--- src/rtl/axis_tensor_loader.sv ---
// axis_tensor_loader: AXI4-Stream slave that turns 8-bit tensor bytes into SRAM
// write commands.
//
// Packets strictly alternate between image and kernel. Each packet's header is
// carried on tuser and captured from its first beat.
//
// Optional build macro AXIS_IN_LAST_GAP_EN: when defined, tready drops for one
// cycle after every accepted tlast beat, which inserts an inter-packet gap.
module axis_tensor_loader #(
  parameter int ADDR_WIDTH         = 13,
  parameter int DATA_WIDTH         = 8,
  parameter int NUM_CHANNELS_WIDTH = 7,
  parameter int MAX_ADDR_WIDTH     = 16,
  parameter int GEMM0_IDX          = 0,
  parameter int GEMM1_IDX          = 1
) (
  input  logic                                      s_axis_aclk,
  input  logic                                      s_axis_aresetn,
  input  logic signed [DATA_WIDTH-1:0]              s_axis_tdata,
  input  logic [DATA_WIDTH/8-1:0]                   s_axis_tstrb,
  input  logic                                      s_axis_tvalid,
  output logic                                      s_axis_tready,
  input  logic                                      s_axis_tlast,
  input  logic [4*ADDR_WIDTH+NUM_CHANNELS_WIDTH-1:0] s_axis_tuser,
  output logic                                      write_enable,
  output logic [MAX_ADDR_WIDTH-1:0]                 write_address,
  output logic signed [DATA_WIDTH-1:0]              write_data,
  output logic [2:0]                                data_type,
  output logic                                      data_ready,
  output logic [ADDR_WIDTH-1:0]                     img_row,
  output logic [ADDR_WIDTH-1:0]                     img_col,
  output logic [ADDR_WIDTH-1:0]                     in_channel,
  output logic [ADDR_WIDTH-1:0]                     batch,
  output logic [ADDR_WIDTH-1:0]                     ker_row,
  output logic [ADDR_WIDTH-1:0]                     ker_col,
  output logic [ADDR_WIDTH-1:0]                     output_channel,
  output logic [3:0]                                stride_h,
  output logic [3:0]                                stride_w,
  output logic                                      padding,
  output logic [NUM_CHANNELS_WIDTH-1:0]             num_channels
);

  localparam logic [2:0]                GEMM0_CODE = 3'(GEMM0_IDX);
  localparam logic [2:0]                GEMM1_CODE = 3'(GEMM1_IDX);
  localparam logic [MAX_ADDR_WIDTH-1:0] CNT_ONE    = MAX_ADDR_WIDTH'(1);

  typedef enum logic {
    S_IDLE,
    S_BODY
  } state_e;

  state_e                        state_q, state_d;
  logic                          pktType_q, pktType_d;
  logic [MAX_ADDR_WIDTH-1:0]     beatCnt_q, beatCnt_d;
  logic                          tready_q, tready_d;
  logic                          dataReady_q, dataReady_d;
  logic                          lastAcc_q;

  logic                          writeEn_q;
  logic [MAX_ADDR_WIDTH-1:0]     writeAddr_q;
  logic signed [DATA_WIDTH-1:0]  writeData_q;

  logic [2:0]                    dataType_q;
  logic [ADDR_WIDTH-1:0]         imgRow_q, imgCol_q, inChannel_q, batch_q;
  logic [ADDR_WIDTH-1:0]         kerRow_q, kerCol_q, outChannel_q;
  logic [3:0]                    strideH_q, strideW_q;
  logic                          padding_q;
  logic [NUM_CHANNELS_WIDTH-1:0] numCh_q;

  logic                          accept;
  logic                          firstBeat;
  logic                          lastBeat;
  logic [ADDR_WIDTH-1:0]         hdrF0, hdrF1, hdrF2, hdrF3;
  logic [NUM_CHANNELS_WIDTH-1:0] hdrNumCh;
  logic [3:0]                    hdrStrideW, hdrStrideH;
  logic [2:0]                    pktCode;

  assign accept    = s_axis_tvalid & tready_q;
  assign firstBeat = accept & (state_q == S_IDLE);
  assign lastBeat  = accept & s_axis_tlast;

  assign hdrF0    = s_axis_tuser[ADDR_WIDTH-1:0];
  assign hdrF1    = s_axis_tuser[2*ADDR_WIDTH-1:ADDR_WIDTH];
  assign hdrF2    = s_axis_tuser[3*ADDR_WIDTH-1:2*ADDR_WIDTH];
  assign hdrF3    = s_axis_tuser[4*ADDR_WIDTH-1:3*ADDR_WIDTH];
  assign hdrNumCh = s_axis_tuser[4*ADDR_WIDTH+NUM_CHANNELS_WIDTH-1:4*ADDR_WIDTH];

  // A stride of zero is meaningless to the GEMM engine, so it is stored as 1.
  assign hdrStrideW = (hdrF3[3:0] == 4'd0) ? 4'd1 : hdrF3[3:0];
  assign hdrStrideH = (hdrF3[7:4] == 4'd0) ? 4'd1 : hdrF3[7:4];
  assign pktCode    = pktType_q ? GEMM1_CODE : GEMM0_CODE;

  // Next-state logic: packet progress, type toggle, beat counter, load window, ready.
  always_comb begin
    state_d     = state_q;
    pktType_d   = pktType_q;
    beatCnt_d   = beatCnt_q;
    dataReady_d = dataReady_q;
    tready_d    = 1'b1;

    if (lastBeat) begin
      state_d   = S_IDLE;
      pktType_d = ~pktType_q;
      beatCnt_d = '0;
    end else if (accept) begin
      state_d   = S_BODY;
      beatCnt_d = beatCnt_q + CNT_ONE;
    end

    // The window stays open through the tlast write cycle; a new first beat keeps it open.
    if (firstBeat) begin
      dataReady_d = 1'b1;
    end else if (lastAcc_q) begin
      dataReady_d = 1'b0;
    end

`ifdef AXIS_IN_LAST_GAP_EN
    tready_d = ~lastBeat;
`else
    tready_d = 1'b1;
`endif
  end

  // Control state registers.
  always_ff @(posedge s_axis_aclk or negedge s_axis_aresetn) begin
    if (!s_axis_aresetn) begin
      state_q     <= S_IDLE;
      pktType_q   <= 1'b0;
      beatCnt_q   <= '0;
      tready_q    <= 1'b0;
      dataReady_q <= 1'b0;
      lastAcc_q   <= 1'b0;
    end else begin
      state_q     <= state_d;
      pktType_q   <= pktType_d;
      beatCnt_q   <= beatCnt_d;
      tready_q    <= tready_d;
      dataReady_q <= dataReady_d;
      lastAcc_q   <= lastBeat;
    end
  end

  // SRAM write port: one cycle behind the accepted beat; a null strobe still uses an address.
  always_ff @(posedge s_axis_aclk or negedge s_axis_aresetn) begin
    if (!s_axis_aresetn) begin
      writeEn_q   <= 1'b0;
      writeAddr_q <= '0;
      writeData_q <= '0;
    end else begin
      writeEn_q <= accept & (s_axis_tstrb != '0);
      if (accept) begin
        writeAddr_q <= beatCnt_q;
        writeData_q <= s_axis_tdata;
      end
    end
  end

  // Header capture on the first beat; metadata of the other packet type is untouched.
  always_ff @(posedge s_axis_aclk or negedge s_axis_aresetn) begin
    if (!s_axis_aresetn) begin
      dataType_q   <= '0;
      numCh_q      <= '0;
      imgRow_q     <= '0;
      imgCol_q     <= '0;
      inChannel_q  <= '0;
      batch_q      <= '0;
      kerRow_q     <= '0;
      kerCol_q     <= '0;
      outChannel_q <= '0;
      strideH_q    <= 4'd1;
      strideW_q    <= 4'd1;
      padding_q    <= 1'b0;
    end else if (firstBeat) begin
      dataType_q <= pktCode;
      numCh_q    <= hdrNumCh;
      if (!pktType_q) begin
        imgRow_q    <= hdrF0;
        imgCol_q    <= hdrF1;
        inChannel_q <= hdrF2;
        batch_q     <= hdrF3;
      end else begin
        kerRow_q     <= hdrF0;
        kerCol_q     <= hdrF1;
        outChannel_q <= hdrF2;
        strideW_q    <= hdrStrideW;
        strideH_q    <= hdrStrideH;
        padding_q    <= hdrF3[8];
      end
    end
  end

  assign s_axis_tready  = tready_q;
  assign write_enable   = writeEn_q;
  assign write_address  = writeAddr_q;
  assign write_data     = writeData_q;
  assign data_type      = dataType_q;
  assign data_ready     = dataReady_q;
  assign img_row        = imgRow_q;
  assign img_col        = imgCol_q;
  assign in_channel     = inChannel_q;
  assign batch          = batch_q;
  assign ker_row        = kerRow_q;
  assign ker_col        = kerCol_q;
  assign output_channel = outChannel_q;
  assign stride_h       = strideH_q;
  assign stride_w       = strideW_q;
  assign padding        = padding_q;
  assign num_channels   = numCh_q;

endmodule

--- config.mk ---
export PLATFORM = sky130hd
export DESIGN_NAME = axis_tensor_loader
export DESIGN_NICKNAME = d
export VERILOG_FILES = /design/src/rtl/axis_tensor_loader.sv
export SDC_FILE = /design/constraint.sdc
export NUM_CORES = 1
export LEC_CHECK = 0
export BUFFER_PORTS_ARGS = -buffer_cell sky130_fd_sc_hd__buf_2
export CAP_MARGIN = 10
export CORE_MARGIN = 3
export CORE_UTILIZATION = 50
export CTS_CLUSTER_SIZE = 14
export DETAILED_ROUTE_END_ITERATION = 8
export PLACE_DENSITY = 0.92
export SLEW_MARGIN = 20
export SYNTH_ARGS = -nofsm -noshare
export SYNTH_HDL_FRONTEND = slang
export SYNTH_SLANG_ARGS = --single-unit
--- constraint.sdc ---
create_clock -name s_axis_aclk -period 1.85 [get_ports s_axis_aclk]
set_input_delay 0 -clock s_axis_aclk [delete_from_list [all_inputs] [get_ports s_axis_aclk]]
set_output_delay 0 -clock s_axis_aclk [all_outputs]
set_load 0.01 [all_outputs]
* Word-level counts from Yosys, hierarchy flattened *
Cells that the tools add are included.

cells by class
  reduce and logical (&&, ||, !) cells = 6
  add/sub/neg operators = 1
  mux-type cells = 9
  bitwise logic cells = 6

operators by type and width
  kind                   number
  $mux 16                2
  $add 16x1->16 const B  1
  $logic_not 4->1        2
  $mux 4                 2
  $mux 1                 5
  $and 1x1->1            4
  $reduce_and 2->1       2
  $reduce_bool 2->1      2
  $not 1->1              2

word-level totals
  flip-flop bits (word level) = 156
  input bits = 72

* Logic depth before layout (Yosys ltp) *
Gate-level depths: netlist of the first run.

  depth in word-level cells = 3
  depth in mapped cells = 6
  gate-level depth less buffers = 5

* Worst setup path before layout of the first run *
Ideal clock, no wire load.

  kind = register -> register
  start = register tready_q, in the netlist s_axis_tready
  end = register batch_q[0], in the netlist batch[0]
  setup time = 0.127 ns
  period minus slack after synthesis = 1.585 ns
  stages on the path, launching flop included = 7
  setup slack = 0.265 ns
  arrival = 1.457 ns
  data required time = 1.723 ns
  cell sequence = dfrtp_1 -> and2_1 -> nand2b_1 -> buf_4 -> nor2_8 -> buf_6 -> mux2_1

between the ends
  cells in the longest elaborated chain, start to end = 3

ends and longest elaborated chain
  item                               RTL line  source
  from (decl)                        55        logic tready_q, tready_d;
  from (signal assigned)             137       tready_q <= tready_d;
  $and 1x1->1                        78        assign accept = s_axis_tvalid & tready_q;
  $and 1x1->1                        79        assign firstBeat = accept & (state_q == S_IDLE);
  $reduce_and 2->1 (no source line)  -
  to (signal assigned)               180       batch_q <= hdrF3;
  to (decl)                          64        logic [ADDR_WIDTH-1:0] imgRow_q, imgCol_q, inChannel_q, batch_q;

No other way between the ends.
A chain may end at the register's enable or synchronous reset.

* Worst setup path in the final report of the first run *
  start = register tready_q, in the netlist s_axis_tready
  end = register imgCol_q[8], in the netlist img_col[8]

between the ends
  cells in the longest elaborated chain, start to end = 3

ends and longest elaborated chain
  item                               RTL line  source
  $and 1x1->1                        78
  $and 1x1->1                        79
  $reduce_and 2->1 (no source line)  -
  to (signal assigned)               178       imgCol_q <= hdrF1;
  to (decl)                          64

No other way between the ends.

==> results.toml, run 1 <==
[sta]
min_period_ns = 1.670
skew_ns = 0.009069
rsz0062_at_grt = "false"
finalSetupTns_ns = 0
worstMarginPinSlew_ns = 0.5491
setup_viol = 0
relSlewSlack_pct = 63.40
hold_viol_final = 0
slew_violations = 0
finalCritPeriodShare_pct = 90.27
fmax_mhz = 598.8

[logic_synthesis]
synthDistinctLibCells = 37
ys_ff_latch = 154
synthesis.area_mm2 = 0.005983
synth_edf_count = 0
synth.avg_cell_area_um2 = 15.03
synthFlopType = "dfrtp_1"
ys_warn_count = 0
yosysSeqAreaShare_pct = 64.45
synth_cells = 398
synth-async-reset-ratio_pct = 100.0

[worst_setup_path]
end_kind = "flop"
start_kind = "flop"
crit_type = "reg -> reg"
cp.arrival_ns = 1.95
required_ns = 2.13
cp_max_fo = 23

[power]
cellPowerDensity_mw_per_mm2 = 1500
p_leak_nw = 4.214
peakVddDrop_mv = 0.7984

[drt]
route.vias.total = 4459
totalWireLength_um = 16330
drc = 0
viasPerCell = 5.252
post_drt_wl_per_cell_um = 19.23
ant_nets = 0
first_pass_iters = 4
drtIter0Drc = 290

[floorplan]
fp.dieH_um = 115.4
die_w_um = 115.4
core_mm2 = 0.01156
initial_utilization_pct = 51.74
die-area_mm2 = 0.01331
fp-row-count = 39
ios = 209

[layout]
final_cell_area_mm2 = 0.008622
multi_input_area_mm2 = 0.001987
regArea_mm2 = 0.003856
drive_gt1_share_pct = 47.23
final_cell_mix = "buf_2 (205), dfrtp_1 (152), mux2_2 (77)"
fillers = 641
final_nets = 765
final_common_cell = "buf_2"
syn_to_final_growth_pct = 44.10

[run_status]
status = "finished, final reports clean"

[run]
drv_cap = 0

[clocking]
clockBufferDepth = 2
path_clk_slew_ns = 0.06
cts_tree = "yes"
cts_sinks = 154
cts_post_setup_buffers_inserted = 0
cts_buffers = 17
cts_root_buffer = "clkbuf_16"
h-tree-depth = 4
cts_resized = 0
worst_skew_pair.late_latency_ns = 0.41

[placed_design]
dp_hpwl_um = 10000
place_congestion = 0.8346
postPlaceCellArea_mm2 = 0.007246
io_buffer_count = 206

[global_route]
grt_overflow = 0
grt_pass1_vias = 4913
grt.total_usage_pct = 25.16
antenna_found_initial = 0
grt_max_degree = 59
grt_first_pass_wirelength_um = 25560

[worst_hold_path]
worstHoldPathType = "in -> async"
-- path summary, 6_finish.rpt --
kind | from | to | slack (ns) | depth (start not counted)
worst min-delay path | s_axis_aresetn | ker_col[5] | 0.13 | 2
min in group s_axis_aclk | s_axis_tuser[49] | batch[10] | 0.35 | 3
worst max-delay path | s_axis_tready | img_col[8] | 0.18 | 5
worst max register to register | s_axis_tready | img_col[8] | 0.18 | 5
worst min register to register | lastAcc_q | data_ready | 0.46 | 1
max in group asynchronous | s_axis_aresetn | stride_w[0] | 1.02 | 3
-- worst max-delay path: stages (launching register included) --
cell      delay (ns)
dfrtp_1         0.41
and2_1          0.22
nand2b_1        0.17
nor2_8          0.15
buf_12          0.19
mux2_1          0.38
-- stage by stage --
stage	instances	util, %	power (mW)	hold WS (ns)	setup WS [ns]
after floorplan	399	-	7.032	-0.2956	0.2653
after global placement	744	62.65	8.626	-0.003703	0.2771
after detailed placement	744	62.65	8.885	0.001438	0.2008
after CTS	848	74.53	12.82	0.1205	0.1823
after global routing	848	74.53	13.54	0.1568	0.07573
final	849	74.55	12.93	0.1280	0.1800
-- cells by family after synthesis --
family / share of synthesized area [%]
flip-flops: 64.45
multiplexers: 23.90
AND/OR/NAND/NOR: 5.751
buffers and inverters: 2.405
AO/OA/AOI/OAI: 2.133
XOR/XNOR: 1.025
other: 0.1255
adder cells (fa/ha/maj): 0.2091
-- Yosys cell counts (all sizes together) (5+ instances only) --
cell type	number	area [µm²]
buf	15	113.9
nand2	18	67.56
mux2	127	1430
nand3	5	30.03
o21ai	11	55.05
nor2	12	61.31
nor3	7	35.03
a21oi	6	30.03
xnor2	6	52.55
dfrtp	152	3804
nand4	6	37.54
inv	5	18.77
-- area by class of cell --
| cell class | instances | area share (%) |
|---|---|---|
| clock inverter | 10 | 2.191 |
| sequential | 154 | 44.73 |
| tap | 143 | 2.075 |
| multi-input combinational | 222 | 23.04 |
| antenna | 1 | 0.02902 |
| clock buffer | 22 | 5.384 |
| inverter | 5 | 0.2177 |
| timing repair buffer | 292 | 22.33 |
-- per-layer routing --
metal / vias up / GRT usage (%) / part of all wire (%)
met4: 0 / 11.74 / 2.8
met3: 44 / 6.947 / 6.8
met1: 2224 / 27.61 / 37
met5: - / 0 / 0
met2: 207 / 45.06 / 53
li1: 1984 / - / -
-- flip-flops by register name (all words and copies together), names as in the netlist, 8 cells and up --
name / flops
img_row: 13
write_data: 8
batch: 13
in_channel: 13
write_address: 16
ker_row: 13
beatCnt_q: 16
ker_col: 13
output_channel: 13
img_col: 13
-- report_power, final --
group          total [mW]  internal [mW]  switching, mW
clock network        3.79           2.47           1.31
registers            5.38           4.62          0.757
logic                3.76           1.86           1.90
-- what timing repair did --
item | 4_1_cts | 5_1_grt
hold buffers | 72 | 0
setup endpoints to repair | 0 | 0
hold endpoints to repair | 254 | 0
Power figures use the tool's default switching activity.
==> run 2: changes to the inputs <==
Settings changed: ABC_AREA from default to 1.
==> run 2 against run 1 <==
  * Final area down 1.4%
  * Register-to-register slack better by 0.06 ns
  * Sequential share of layout area increased by 0.63 points
  * Largest cell class unchanged
  * Highest routed layer unchanged
==> results.toml, run 2 <==
[logic_synthesis]
yosys-top-cells-area = "dfrtp_1 (63%), nand2_1 (13%), o21ai_0 (8.3%), inv_1 (4.6%), nor2_1 (1.7%)"
synth.most_common_cell = "nand2_1"
ys_warn_count = 0
synth.avg_cell_area_um2 = 9.391
synth_commonest_cells = "nand2_1 (200), dfrtp_1 (152), o21ai_0 (99)"
synthesis.area_mm2 = 0.006001
ys_ff_latch = 154
synth_top_area_share_pct = 63.39
synth-async-reset-ratio_pct = 100.0
synth_edf_count = 0
yosys.area.top_type = "dfrtp_1"
yosysSeqAreaShare_pct = 64.26
synthDistinctLibCells = 27
synth_cells = 639
synthFlopType = "dfrtp_1"

[layout]
final_nets = 995
final_common_cell = "buf_2"
final_core_util_pct = 73.52
insertedDiodeCount = 0
final_cell_mix = "buf_2 (205), nand2_1 (200), dfrtp_1 (152)"
final_cell_area_mm2 = 0.008502
syn_to_final_growth_pct = 41.68
drive_gt1_share_pct = 27.38

[drt]
drc = 0
first_pass_iters = 5
viasPerCell = 5.277
totalWireLength_um = 19100
drtIter0Drc = 657
route.vias.total = 5689
post_drt_wl_per_cell_um = 17.71
ant_nets = 0

[clocking]
cts_root_buffer = "clkbuf_16"
cts_sinks = 154
clockBufferDepth = 2
cts_resized = 0
cts_buffers = 17
cts_post_setup_buffers_inserted = 0
cts_tree = "yes"
path_clk_slew_ns = 0.07
worst_skew_pair.late_latency_ns = 0.42
h-tree-depth = 4

[floorplan]
fp.dieH_um = 115.6
die-area_mm2 = 0.01335
core_mm2 = 0.01156
initial_utilization_pct = 51.89
fp-row-count = 39
die_w_um = 115.6
ios = 209

[run_status]
status = "finished, final reports clean"

[power]
p_sw_share_pct = 35.40
peakVddDrop_mv = 0.6801
power_frac_clock_pct = 26.9
power.internal_mw = 7.990
p_leak_nw = 4.649
power.total_mw = 12.37
pwr-share-seq_pct = 43.3
combPwrFrac_pct = 29.7
cellPowerDensity_mw_per_mm2 = 1455
p_sw_mw = 4.378

[worst_setup_path]
cpLargestDelayFamily = "simple AND/OR/NAND/NOR gates"
path_cells = "nand2_2 -> buf_4 -> nor2_2 -> nand2_1 -> o21ai_0 -> nand2_1 -> nor2_1"
slowest_delay_ns = 0.37
cp_common_cell = "nand2_1"
slowest_stage = "dfrtp_1"
required_ns = 2.19
cp_max_fo = 27
start_kind = "flop"
cp.arrival_ns = 1.95
crit_type = "reg -> reg"
critical_path_buf_inv_count = 1
end_kind = "flop"

[sta]
setup_viol = 0
finalCritPeriodShare_pct = 86.88
min_period_ns = 1.607
skew_ns = 0.009618
fmax_mhz = 622.2
finalSetupTns_ns = 0
hold_viol_final = 0
fin_ws_ns = 0.2427
rsz0062_at_grt = "false"
slew_violations = 0

[placed_design]
dp_hpwl_um = 11160
place_congestion = 0.9180
place_ws_ns = 0.2673
io_buffer_count = 206
postPlaceCellArea_mm2 = 0.007223

[global_route]
antenna_found_initial = 0
grt_max_degree = 98
grt.total_usage_pct = 28.40
grt_first_pass_wirelength_um = 29210
grt_pass1_vias = 5755
grt_overflow = 0

[worst_hold_path]
worstHoldPathType = "in -> async"

[run]
drv_cap = 0
[run 2: routing by layer]
layer | routed length [µm] | GRT usage, %
met5 | 0 | 0
met4 | 718 | 14.87
met3 | 1827 | 7.833
met2 | 9505 | 49.19
met1 | 7044 | 32.05
[run 2: power by group through the flow]
stage	Sequential (mW)	Combinational [mW]	Clock [mW]
global route	5.45	4.02	3.51
finish	5.36	3.68	3.33
CTS	5.25	3.54	3.34
floorplan	5.76	1.06	0
detailed placement	5.27	3.39	0
global placement	5.21	3.19	0
[run 2: final cells by class]
cell class | instances | area [µm²]
flip-flops and latches | 154 | 3856
fillers | 707 | 3063
repair buffers | 290 | 1896
multi-input cells | 384 | 1722
clock buffers | 23 | 478.0
inverters | 75 | 281.5
well taps | 143 | 178.9
clock inverters | 9 | 90.09
[run 2: cells by family after synthesis]
family	after synthesis	synth area share [%]
AO/OA/AOI/OAI	123	10.43
XOR/XNOR	1	0.1460
adder cells (fa/ha/maj)	1	0.2085
buffers and inverters	102	7.110
flip-flops	154	64.26
multiplexers	6	1.126
other	2	0.1252
AND/OR/NAND/NOR	250	16.60
[run 2: what timing repair did]
action	CTS	global route
setup endpoints to repair	0	0
hold buffers	71	0
hold endpoints to repair	273	0
[run 2: metrics by stage]
step                      hold slack (ns)  std cells
after floorplan                   -0.2956        640
final                              0.1361       1078
after detailed placement         -0.02120        975
after global placement           -0.02179        975
after CTS                          0.1394       1078
after global routing               0.1701       1078
[run 2: final timing paths]
check / start / end / slack (ns) / depth (start not counted)
setup / recovery: s_axis_tready / beatCnt_q[14] / 0.24 / 7
hold / removal: s_axis_aresetn / batch[11] / 0.14 / 2
setup reg to reg: s_axis_tready / beatCnt_q[14] / 0.24 / 7
hold reg to reg: lastAcc_q / data_ready / 0.43 / 1
max in group asynchronous: s_axis_aresetn / stride_h[0] / 1.03 / 3
min in group s_axis_aclk: s_axis_tdata[5] / write_data[5] / 0.32 / 4
[run 2: worst reg2reg max path, delay by kind of cell (launching register included)]
kind	cells	cell delay (ns)
flops	1	0.37
compound gates	1	0.19
buf+inv	1	0.24
simple gates	5	0.73
==> run 3: changes to the inputs <==
Settings changed: CORE_ASPECT_RATIO from default to 1.25, GPL_ROUTABILITY_DRIVEN from default to 0, RECOVER_POWER from default to 50.
==> run 3 against run 2 <==
  * Critical path depth fell by 2
  * Clock skew fell by 0.0017 ns
  * Clock power rose by 6.9%
  * Via count rose by 3.0%
  * Worst hold slack improved by 0.19 ns
  * Maximum frequency fell by 0.61%
  * Combinational power fell by 4%
  * Register-to-register slack barely moved
  * Global-route usage rose by 1.0 points
  * Count of clock-buffer cells in the layout fell by 6
  * Wire length rose by 2.0%
  * First-iteration DRC count fell by 42%
==> results.toml, run 3 (synthesized netlist as in run 2, its figures left out) <==
[run_status]
status = "finished, final reports clean"

[clocking]
cts_tree = "yes"
clockBufferDepth = 2
cts_root_buffer = "clkbuf_16"
cts_resized = 0
cts_sinks = 154
worst_skew_pair.late_latency_ns = 0.42
h-tree-depth = 4
path_clk_slew_ns = 0.07
cts_buffers = 17
cts_post_setup_buffers_inserted = 0

[worst_setup_path]
cp_max_fo = 42
required_ns = 2.16
cp.arrival_ns = 1.93
ff2ff_path_depth = 5
reg2reg_setup_slack_ns = 0.23
worstReg2RegStart = "s_axis_tready"
worstReg2RegEnd = "img_col[3]"
end_kind = "flop"
crit_type = "reg -> reg"
start_kind = "flop"

[sta]
rsz0062_at_grt = "false"
fmax_mhz = 618.4
finalCritPeriodShare_pct = 87.41
finalSetupTns_ns = 0
min_period_ns = 1.617
relSlewSlack_pct = 11.86
skew_ns = 0.007884
worstMarginPinSlew_ns = 1.322
hold_viol_final = 0
setup_viol = 0
whs_ns = 0.3221
slew_violations = 0

[drt]
drc = 0
totalWireLength_um = 19470
route.vias.total = 5857
post_drt_wl_per_cell_um = 17.70
ant_nets = 0
drtIter0Drc = 382
viasPerCell = 5.325
first_pass_iters = 5

[worst_hold_path]
worstHoldPathType = "in -> reg"
min_path_cells = 4
min_from = "s_axis_tdata[0]"
holdPathEnd = "write_data[0]"

[placed_design]
dp_hpwl_um = 11180
io_buffer_count = 206

[layout]
final_core_util_pct = 72.60
final_common_cell = "nand2_1"
final_nets = 998
final_cell_mix = "nand2_1 (200), dfrtp_1 (152), buf_2 (138)"
regArea_mm2 = 0.003856
multi_input_area_mm2 = 0.001722
fillers = 763
syn_to_final_growth_pct = 41.20
drive_gt1_share_pct = 20.68

[run]
drv_cap = 0

[power]
cellPowerDensity_mw_per_mm2 = 1475
power.total_mw = 12.50
peakVddDrop_mv = 0.5957
p_leak_nw = 4.439

[floorplan]
die-area_mm2 = 0.01336
core_mm2 = 0.01167
fp-row-count = 44
ios = 209
die_w_um = 104.0
fp.dieH_um = 128.5
initial_utilization_pct = 51.42

[global_route]
grt_overflow = 0
grt_pass1_vias = 5974
grt_first_pass_wirelength_um = 30830
grt.total_usage_pct = 29.43
antenna_found_initial = 1
grt_max_degree = 68
==> run 3: worst max-delay path by stage <==
stage	from	slack, ns	depth (start not counted)	endpoint
3_5_place_dp	s_axis_tready	0.34	6	in_channel[11]
5_1_grt	s_axis_aresetn	0.1	3	output_channel[3]
6_report	s_axis_tready	0.23	5	img_col[3]
3_3_place_gp	state_q	0.41	5	img_col[2]
2_1_floorplan	s_axis_tready	0.45	7	output_channel[3]
4_1_cts	s_axis_tready	0.32	6	in_channel[11]
==> run 3: repair_timing <==
item                                   in CTS  in global routing
hold buffers                               72                  0
setup endpoints to repair                   0                  0
endpoints found under the hold margin     229                  0
==> run 3: area by class of cell <==
type | instances | area share (%)
antenna | 1 | 0.02953
clock buffer | 17 | 5.021
clock inverter | 15 | 2.097
inverter | 75 | 3.323
multi-input combinational | 384 | 20.32
sequential | 154 | 45.51
tap | 161 | 2.377
timing repair buffer | 293 | 21.32
==> run 3: report_power, final <==
| group | switching [mW] | leakage [nW] | total, mW | internal [mW] |
|---|---|---|---|---|
| Combinational | 2.22 | 2.20 | 3.54 | 1.32 |
| Clock | 1.52 | 0.293 | 3.56 | 2.04 |
| Sequential | 0.837 | 1.95 | 5.40 | 4.56 |
==> run 3: stage by stage <==
stage / cells / setup slack [ns] / cell area [µm²]
after floorplan: 640 / 0.4517 / 6005
after global placement: 995 / 0.4123 / 7248
after detailed placement: 995 / 0.3431 / 7248
after CTS: 1099 / 0.3245 / 8572
after global routing: 1100 / 0.09841 / 8473
final: 1100 / 0.2329 / 8473
==> run 3: per-layer routing <==
metal	part of all wire (%)	routed length, µm	vias to the layer above	GRT usage (%)
li1	-	-	2585	-
met1	34	6687	2752	31.45
met2	52	10100	428	53.16
met3	9.4	1823	92	7.978
met4	4.4	860	0	16.12
met5	0	0	-	0
==> run 3: worst max-delay path, stage by stage, from the launching register on <==
cell	delay [ns]
dfrtp_1	0.37
nand2_2	0.10
nor2_8	0.18
nand2_4	0.29
buf_12	0.28
o21ai_0	0.26
